$ cat config.mk
export PLATFORM = sky130hd
export DESIGN_NAME = hpdcache_dir_init_seq
export DESIGN_NICKNAME = d
export VERILOG_FILES = /design/src/rtl/hpdcache_pkg.sv /design/src/rtl/hpdcache_dir_sweep_cnt.sv /design/src/rtl/hpdcache_dir_init_seq.sv
export SDC_FILE = /design/constraint.sdc
export NUM_CORES = 1
export LEC_CHECK = 0
export CORE_AREA = 2 2 114 116
export CTS_BUF_LIST = sky130_fd_sc_hd__clkbuf_8
export CTS_CLUSTER_DIAMETER = 30
export CTS_CLUSTER_SIZE = 25
export DETAILED_ROUTE_END_ITERATION = 8
export DIE_AREA = 0 0 116 118
export SETUP_SLACK_MARGIN = 0.2
export SLEW_MARGIN = 5
export SYNTH_ARGS = -nofsm -noshare
export SYNTH_HDL_FRONTEND = slang
export SYNTH_HIERARCHICAL = 1
export SYNTH_SLANG_ARGS = --single-unit
$ cat constraint.sdc
create_clock -name clk_i -period 3.4 [get_ports clk_i]
set_input_delay 1.02 -clock clk_i [delete_from_list [all_inputs] [get_ports clk_i]]
set_output_delay 1.02 -clock clk_i [all_outputs]
set_load 0.01 [all_outputs]
$ cat src/rtl/hpdcache_pkg.sv
// ============================================================================
// Module   : hpdcache_pkg
// Brief    : Shared types and constants for the HPDcache directory init sequencer.
// Revision : 1.0 - initial release
// ============================================================================
`default_nettype none

package hpdcache_pkg;

   localparam int unsigned HPDCACHE_DIR_NSETS   = 128;
   localparam int unsigned HPDCACHE_DIR_NWAYS   = 4;
   localparam int unsigned HPDCACHE_DIR_ENTRY_W = 32;
   localparam int unsigned HPDCACHE_DIR_SET_W   = $clog2(HPDCACHE_DIR_NSETS);

   typedef logic [HPDCACHE_DIR_SET_W-1:0]   hpdcache_dir_set_t;
   typedef logic [HPDCACHE_DIR_NWAYS-1:0]   hpdcache_way_vector_t;
   typedef logic [HPDCACHE_DIR_ENTRY_W-1:0] hpdcache_dir_entry_t;

   // An all-zero entry is the invalid directory entry.
   localparam hpdcache_dir_entry_t HPDCACHE_DIR_INV_ENTRY = '0;

   typedef enum logic [1:0] {
      DIR_INIT   = 2'd0,
      DIR_IDLE   = 2'd1,
      DIR_FLUSH  = 2'd2,
      DIR_VERIFY = 2'd3
   } hpdcache_dir_init_state_e;

endpackage

`default_nettype wire

$ cat src/rtl/hpdcache_dir_sweep_cnt.sv
// ============================================================================
// Module   : hpdcache_dir_sweep_cnt
// Brief    : Directory set counter with start/last flags, shared by all sweeps.
// Revision : 1.0 - initial release
// ============================================================================
`default_nettype none

module hpdcache_dir_sweep_cnt #(
   parameter  int unsigned NSETS = 128,
   localparam int unsigned SET_W = $clog2(NSETS)
) (
   input  logic             clk_i,
   input  logic             rst_i,
   input  logic             en_i,
   output logic [SET_W-1:0] cnt_o,
   output logic             start_o,
   output logic             last_o
);

   logic [SET_W-1:0] cnt_q;
   logic [SET_W-1:0] cnt_d;

   // NSETS is a power of two, so the natural wrap returns to set 0.
   always_comb begin
      cnt_d = cnt_q;
      if (en_i) begin
         cnt_d = cnt_q + SET_W'(1);
      end
   end

   always_ff @(posedge clk_i) begin
      if (rst_i) begin
         cnt_q <= '0;
      end else begin
         cnt_q <= cnt_d;
      end
   end

   assign cnt_o   = cnt_q;
   assign start_o = (cnt_q == '0);
   assign last_o  = (cnt_q == SET_W'(NSETS - 1));

endmodule

`default_nettype wire

$ cat src/rtl/hpdcache_dir_init_seq.sv
// ============================================================================
// Module   : hpdcache_dir_init_seq
// Brief    : Directory init/flush sweeper in front of the HPDcache directory array.
//            Optional readback check enabled by HPDCACHE_DIR_INIT_VERIFY_EN.
// Revision : 1.0 - initial release
// ============================================================================
`default_nettype none

module hpdcache_dir_init_seq
   import hpdcache_pkg::*;
#(
   parameter  int unsigned NSETS   = HPDCACHE_DIR_NSETS,
   parameter  int unsigned NWAYS   = HPDCACHE_DIR_NWAYS,
   parameter  int unsigned ENTRY_W = HPDCACHE_DIR_ENTRY_W,
   localparam int unsigned SET_W   = $clog2(NSETS)
) (
   input  logic                     clk_i,
   input  logic                     rst_i,
   input  logic [SET_W-1:0]         core_dir_addr_i,
   input  logic [NWAYS-1:0]         core_dir_cs_i,
   input  logic [NWAYS-1:0]         core_dir_we_i,
   input  logic [NWAYS*ENTRY_W-1:0] core_dir_wentry_i,
   output logic                     core_ready_o,
   input  logic                     inv_req_i,
   output logic                     inv_ack_o,
   output logic                     init_done_o,
   output logic                     busy_o,
   output logic [SET_W-1:0]         dir_addr_o,
   output logic [NWAYS-1:0]         dir_cs_o,
   output logic [NWAYS-1:0]         dir_we_o,
   output logic [NWAYS*ENTRY_W-1:0] dir_wentry_o
`ifdef HPDCACHE_DIR_INIT_VERIFY_EN
   ,
   input  logic [NWAYS*ENTRY_W-1:0] dir_rentry_i,
   output logic                     init_err_o
`endif
);

   localparam logic [NWAYS*ENTRY_W-1:0] INV_LINE = {NWAYS{ENTRY_W'(HPDCACHE_DIR_INV_ENTRY)}};

   hpdcache_dir_init_state_e state_q, state_d;
   logic init_done_q, init_done_d;
   logic inv_ack_q, inv_ack_d;
   logic idle_first_q, idle_first_d;

   logic             cnt_en;
   logic [SET_W-1:0] cnt;
   logic             cnt_start;
   logic             cnt_last;
   logic             verify_tail;

   hpdcache_dir_sweep_cnt #(
      .NSETS   (NSETS)
   ) i_sweep_cnt (
      .clk_i   (clk_i),
      .rst_i   (rst_i),
      .en_i    (cnt_en),
      .cnt_o   (cnt),
      .start_o (cnt_start),
      .last_o  (cnt_last)
   );

`ifdef HPDCACHE_DIR_INIT_VERIFY_EN
   logic rd_vld_q, rd_vld_d;
   logic init_err_q, init_err_d;

   // The counter has wrapped back to 0 while the last read is still in flight.
   assign verify_tail = (state_q == DIR_VERIFY) && cnt_start && rd_vld_q;
   assign init_err_d  = init_err_q | (rd_vld_q & (|dir_rentry_i));

   always_ff @(posedge clk_i) begin
      if (rst_i) begin
         rd_vld_q   <= 1'b0;
         init_err_q <= 1'b0;
      end else begin
         rd_vld_q   <= rd_vld_d;
         init_err_q <= init_err_d;
      end
   end

   assign init_err_o = init_err_q & ~rst_i;
`else
   logic cnt_start_unused;
   assign cnt_start_unused = cnt_start;
   assign verify_tail      = 1'b0;
`endif

   // State register
   always_ff @(posedge clk_i) begin
      if (rst_i) begin
         state_q      <= DIR_INIT;
         init_done_q  <= 1'b0;
         inv_ack_q    <= 1'b0;
         idle_first_q <= 1'b0;
      end else begin
         state_q      <= state_d;
         init_done_q  <= init_done_d;
         inv_ack_q    <= inv_ack_d;
         idle_first_q <= idle_first_d;
      end
   end

   // Next state; the first IDLE cycle after any sweep never accepts a flush.
   always_comb begin
      state_d      = state_q;
      init_done_d  = init_done_q;
      inv_ack_d    = 1'b0;
      idle_first_d = 1'b0;
      cnt_en       = 1'b0;
`ifdef HPDCACHE_DIR_INIT_VERIFY_EN
      rd_vld_d     = 1'b0;
`endif
      case (state_q)
         DIR_INIT: begin
            cnt_en = 1'b1;
            if (cnt_last) begin
`ifdef HPDCACHE_DIR_INIT_VERIFY_EN
               state_d      = DIR_VERIFY;
`else
               state_d      = DIR_IDLE;
               init_done_d  = 1'b1;
               idle_first_d = 1'b1;
`endif
            end
         end
         DIR_FLUSH: begin
            cnt_en = 1'b1;
            if (cnt_last) begin
               state_d      = DIR_IDLE;
               inv_ack_d    = 1'b1;
               idle_first_d = 1'b1;
            end
         end
         DIR_IDLE: begin
            if (inv_req_i && !idle_first_q) begin
               state_d = DIR_FLUSH;
            end
         end
`ifdef HPDCACHE_DIR_INIT_VERIFY_EN
         DIR_VERIFY: begin
            if (verify_tail) begin
               state_d      = DIR_IDLE;
               init_done_d  = 1'b1;
               idle_first_d = 1'b1;
            end else begin
               cnt_en   = 1'b1;
               rd_vld_d = 1'b1;
            end
         end
`endif
         default: begin
            state_d = DIR_INIT;
         end
      endcase
   end

   // Outputs; reset forces the array port quiet regardless of the held state.
   always_comb begin
      core_ready_o = 1'b0;
      busy_o       = 1'b1;
      dir_addr_o   = cnt;
      dir_cs_o     = '0;
      dir_we_o     = '0;
      dir_wentry_o = INV_LINE;
      if (!rst_i) begin
         case (state_q)
            DIR_IDLE: begin
               core_ready_o = 1'b1;
               busy_o       = 1'b0;
               dir_addr_o   = core_dir_addr_i;
               dir_cs_o     = core_dir_cs_i;
               dir_we_o     = core_dir_we_i;
               dir_wentry_o = core_dir_wentry_i;
            end
            DIR_INIT, DIR_FLUSH: begin
               dir_cs_o = '1;
               dir_we_o = '1;
            end
            DIR_VERIFY: begin
               dir_cs_o = verify_tail ? '0 : '1;
            end
            default: ;
         endcase
      end
   end

   assign init_done_o = init_done_q & ~rst_i;
   assign inv_ack_o   = inv_ack_q & ~rst_i;

endmodule

`default_nettype wire

==> flow_summary.toml, run 1 <==
[placement]
post_placement_cell_count = 676
place_hpwl_um = 9180
gpl.final_weighted_congestion = 0.855
port_buffers = 292

[yosys]
synth_area_per_cell_um2 = 7.22
synthesis.yosys.warnings = 6
postSynthCellCount = 225
mappedNetlistNets = 373
mappedNetlistArea_um2 = 1630

[clock_tree]
cts_buffer_depth = 2
cts_max_level = 1
tritoncts = "yes"
clkLatencyLatePin_ps = 240
cts_num_sinks = 12
clk_pin_slew_worst_paths_ps = 50
post_cts_hold_buffer_count = 0
number_of_buffers_added_by_the_clock_tree_synthesis_step = 3
clock_tree.root_cell = "clkbuf_8"

[worst_hold_path]
worst_hold_path_ep = "init_done_q$_SDFFE_PP0P_"
hold_path_depth = 2
hp-start = "init_done_q$_SDFFE_PP0P_"
hold_path_class = "flip-flop to flip-flop"

[critical_path]
critPathKind = "input port to output pin"
timing.rr.end = "inv_ack_q$_SDFF_PP0_"
cp_data_required_time_ps = 2380
cpPeakStageDelay_ps = 550
critical_path.endpoint_type = "output pin"
signal_arrival_time_at_the_worst_endpoint_ps = 2150
crit_chain = "clkdlybuf4s50_1, nor2_1, nor2_1, clkdlybuf4s50_1"
r2r.worst_path.cells = 5
critical_path.reg2reg.startpoint = "i_sweep_cnt/cnt_o[0]$_SDFFE_PP0P_"
timing.reg2reg.setup_slack_ps = 1900
critPathSlowestCell = "clkdlybuf4s50_1"
timing.critical_path.fanout_max = 1
timing.critical_path.from_type = "input port"

[sta]
rsz0062_at_grt = "false"
timing.slew.headroom_pct = 70.6
max_freq_mhz = 316
final_period_minus_worst_setup_slack_ps = 3170
final.setup_skew_ps = 2.92
finalMaxSlewViolations = 0
finalCritPeriodShare_pct = 93.2
setup_viol_count_final = 0
hold_violations = 0
worstMarginPinSlew_ps = 441

[finish]
layout_commonest_cell = "clkdlybuf4s50_1"
most-common-layout-cells = "147 x clkdlybuf4s50_1, 126 x and2_1, 56 x clkdlybuf4s15_2, 56 x buf_2, 20 x nor2_1"
diodes = 0
syn2layout_area_growth_pct = 190
fill_cells = 1323
layout.area.seq_um2 = 240
layout-drive-gt1-share_pct = 30.7
multi_input_comb_area_um2 = 1210
instances_no_fill = 690
layout.nets = 668

[floorplanning]
die_w_um = 116
starting_density_of_the_core_pct = 13.1
die_h_um = 118
design.die.area_um2 = 13700
design.portCount = 293
placement_rows = 41
floorplan.core_area_um2 = 12400

[outcome]
run_status = "complete, no violations"

[power]
netSwitchingPower_uw = 99.3
power.combinational.fraction_pct = 42.6
power-per-cell-area_nw_per_um2 = 103
ir_worst_vdd_mv = 0.108
post-layout-total-power_uw = 483
power_switching_share_pct = 20.6
power.static_leakage_nw = 2.11
seq_power_share_pct = 31.0
share_clk_of_total_power_pct = 26.5
internal_power_uw = 384

[run]
drv.max_cap_violation_count = 0

[drt]
vias_per_cell = 3.77
drt.antenna.violating_nets = 0
vias = 2600
postRouteWirelength_um = 12100
initialDrtViolationCount = 69
drc = 0
drt_pass1_iterations = 6
wl_per_cell_um = 17.5

[global_route]
grt_overflow_total = 0
grtUsageTotal_pct = 15.7
grt_pass1_wl_um = 16500
number_of_antenna_violations_at_the_first_check_in_global_routing = 0
pin_count_of_the_biggest_net_entering_global_routing = 37
via_count_of_the_first_global_routing_pass = 2646
## worst max path at each step
stage / from / end / slack [ps] / cells past startpoint
3_5_place_dp: rst_i / dir_wentry_o[40] / -430 / 6
4_1_cts: rst_i / dir_wentry_o[27] / 170 / 6
2_1_floorplan: rst_i / dir_wentry_o[100] / 520 / 6
5_1_grt: core_dir_cs_i[3] / dir_cs_o[3] / 200 / 4
3_3_place_gp: rst_i / dir_wentry_o[37] / -450 / 6
6_report: core_dir_cs_i[3] / dir_cs_o[3] / 230 / 4
## power groups by stage
stage          Combinational (mW)  Sequential, mW  Clock, mW
6_report                    0.206           0.150      0.128
5_1_grt                     0.219           0.151      0.138
4_1_cts                     0.208           0.150      0.130
3_5_place_dp                0.208           0.153          0
3_3_place_gp                0.208           0.152          0
2_1_floorplan              0.0196           0.151          0
## final cells by class
| cell class | instances | share of cell area, % |
|---|---|---|
| Multi-Input combinational cell | 191 | 25.7 |
| Clock buffer | 3 | 0.876 |
| Sequential cell | 12 | 5.10 |
| Timing Repair Buffer | 307 | 63.1 |
| Tap cell | 172 | 4.57 |
| Inverter | 5 | 0.664 |
## repair_timing
item,4_1_cts,5_1_grt
pin swaps,1,0
gates cloned,3,6
endpoints found under the setup margin,147,138
resized for setup,445,36
buffers inserted,2,0
## worst max-delay path: cells and delay by family
kind / cells / cell delay, ps
AND/OR/NAND/NOR: 2 / 120
buffers and inverters: 2 / 1010
## layer usage
| metal | vias to the layer above | track usage, % | part of all wire [%] |
|---|---|---|---|
| met2 | 135 | 26.8 | 46 |
| met1 | 1180 | 20.5 | 45 |
| met3 | 10 | 3.14 | 7.3 |
| met4 | 0 | 2.75 | 1.0 |
| met5 | - | 0 | 0 |
| li1 | 1275 | - | - |
## through the flow
step	setup WS, ps	TNS [ps]	area (µm²)	utilization [%]	hold slack, ps
after CTS	172	0	4640	37.4	474
after detailed placement	-431	-47380	4650	37.5	460
after global routing	203	0	4710	38.0	514
final	233	0	4710	38.0	475
after global placement	-447	-47600	4650	37.5	441
after floorplan	518	0	1630	-	429
## sequential cells by signal (all words and copies together), names as in the netlist
| register | count |
|---|---|
| i_sweep_cnt/cnt_o | 7 |
| state_q | 2 |
| idle_first_q | 1 |
| init_done_q | 1 |
| inv_ack_q | 1 |
(Power assumes the default switching activity.)
==> inputs of run 2 (changes only) <==
- CTS_BUF_LIST: sky130_fd_sc_hd__clkbuf_8 -> sky130_fd_sc_hd__clkbuf_4 sky130_fd_sc_hd__clkbuf_8
==> results of run 2 <==
Final layout, timing and power as in run 1 (identical DEF).
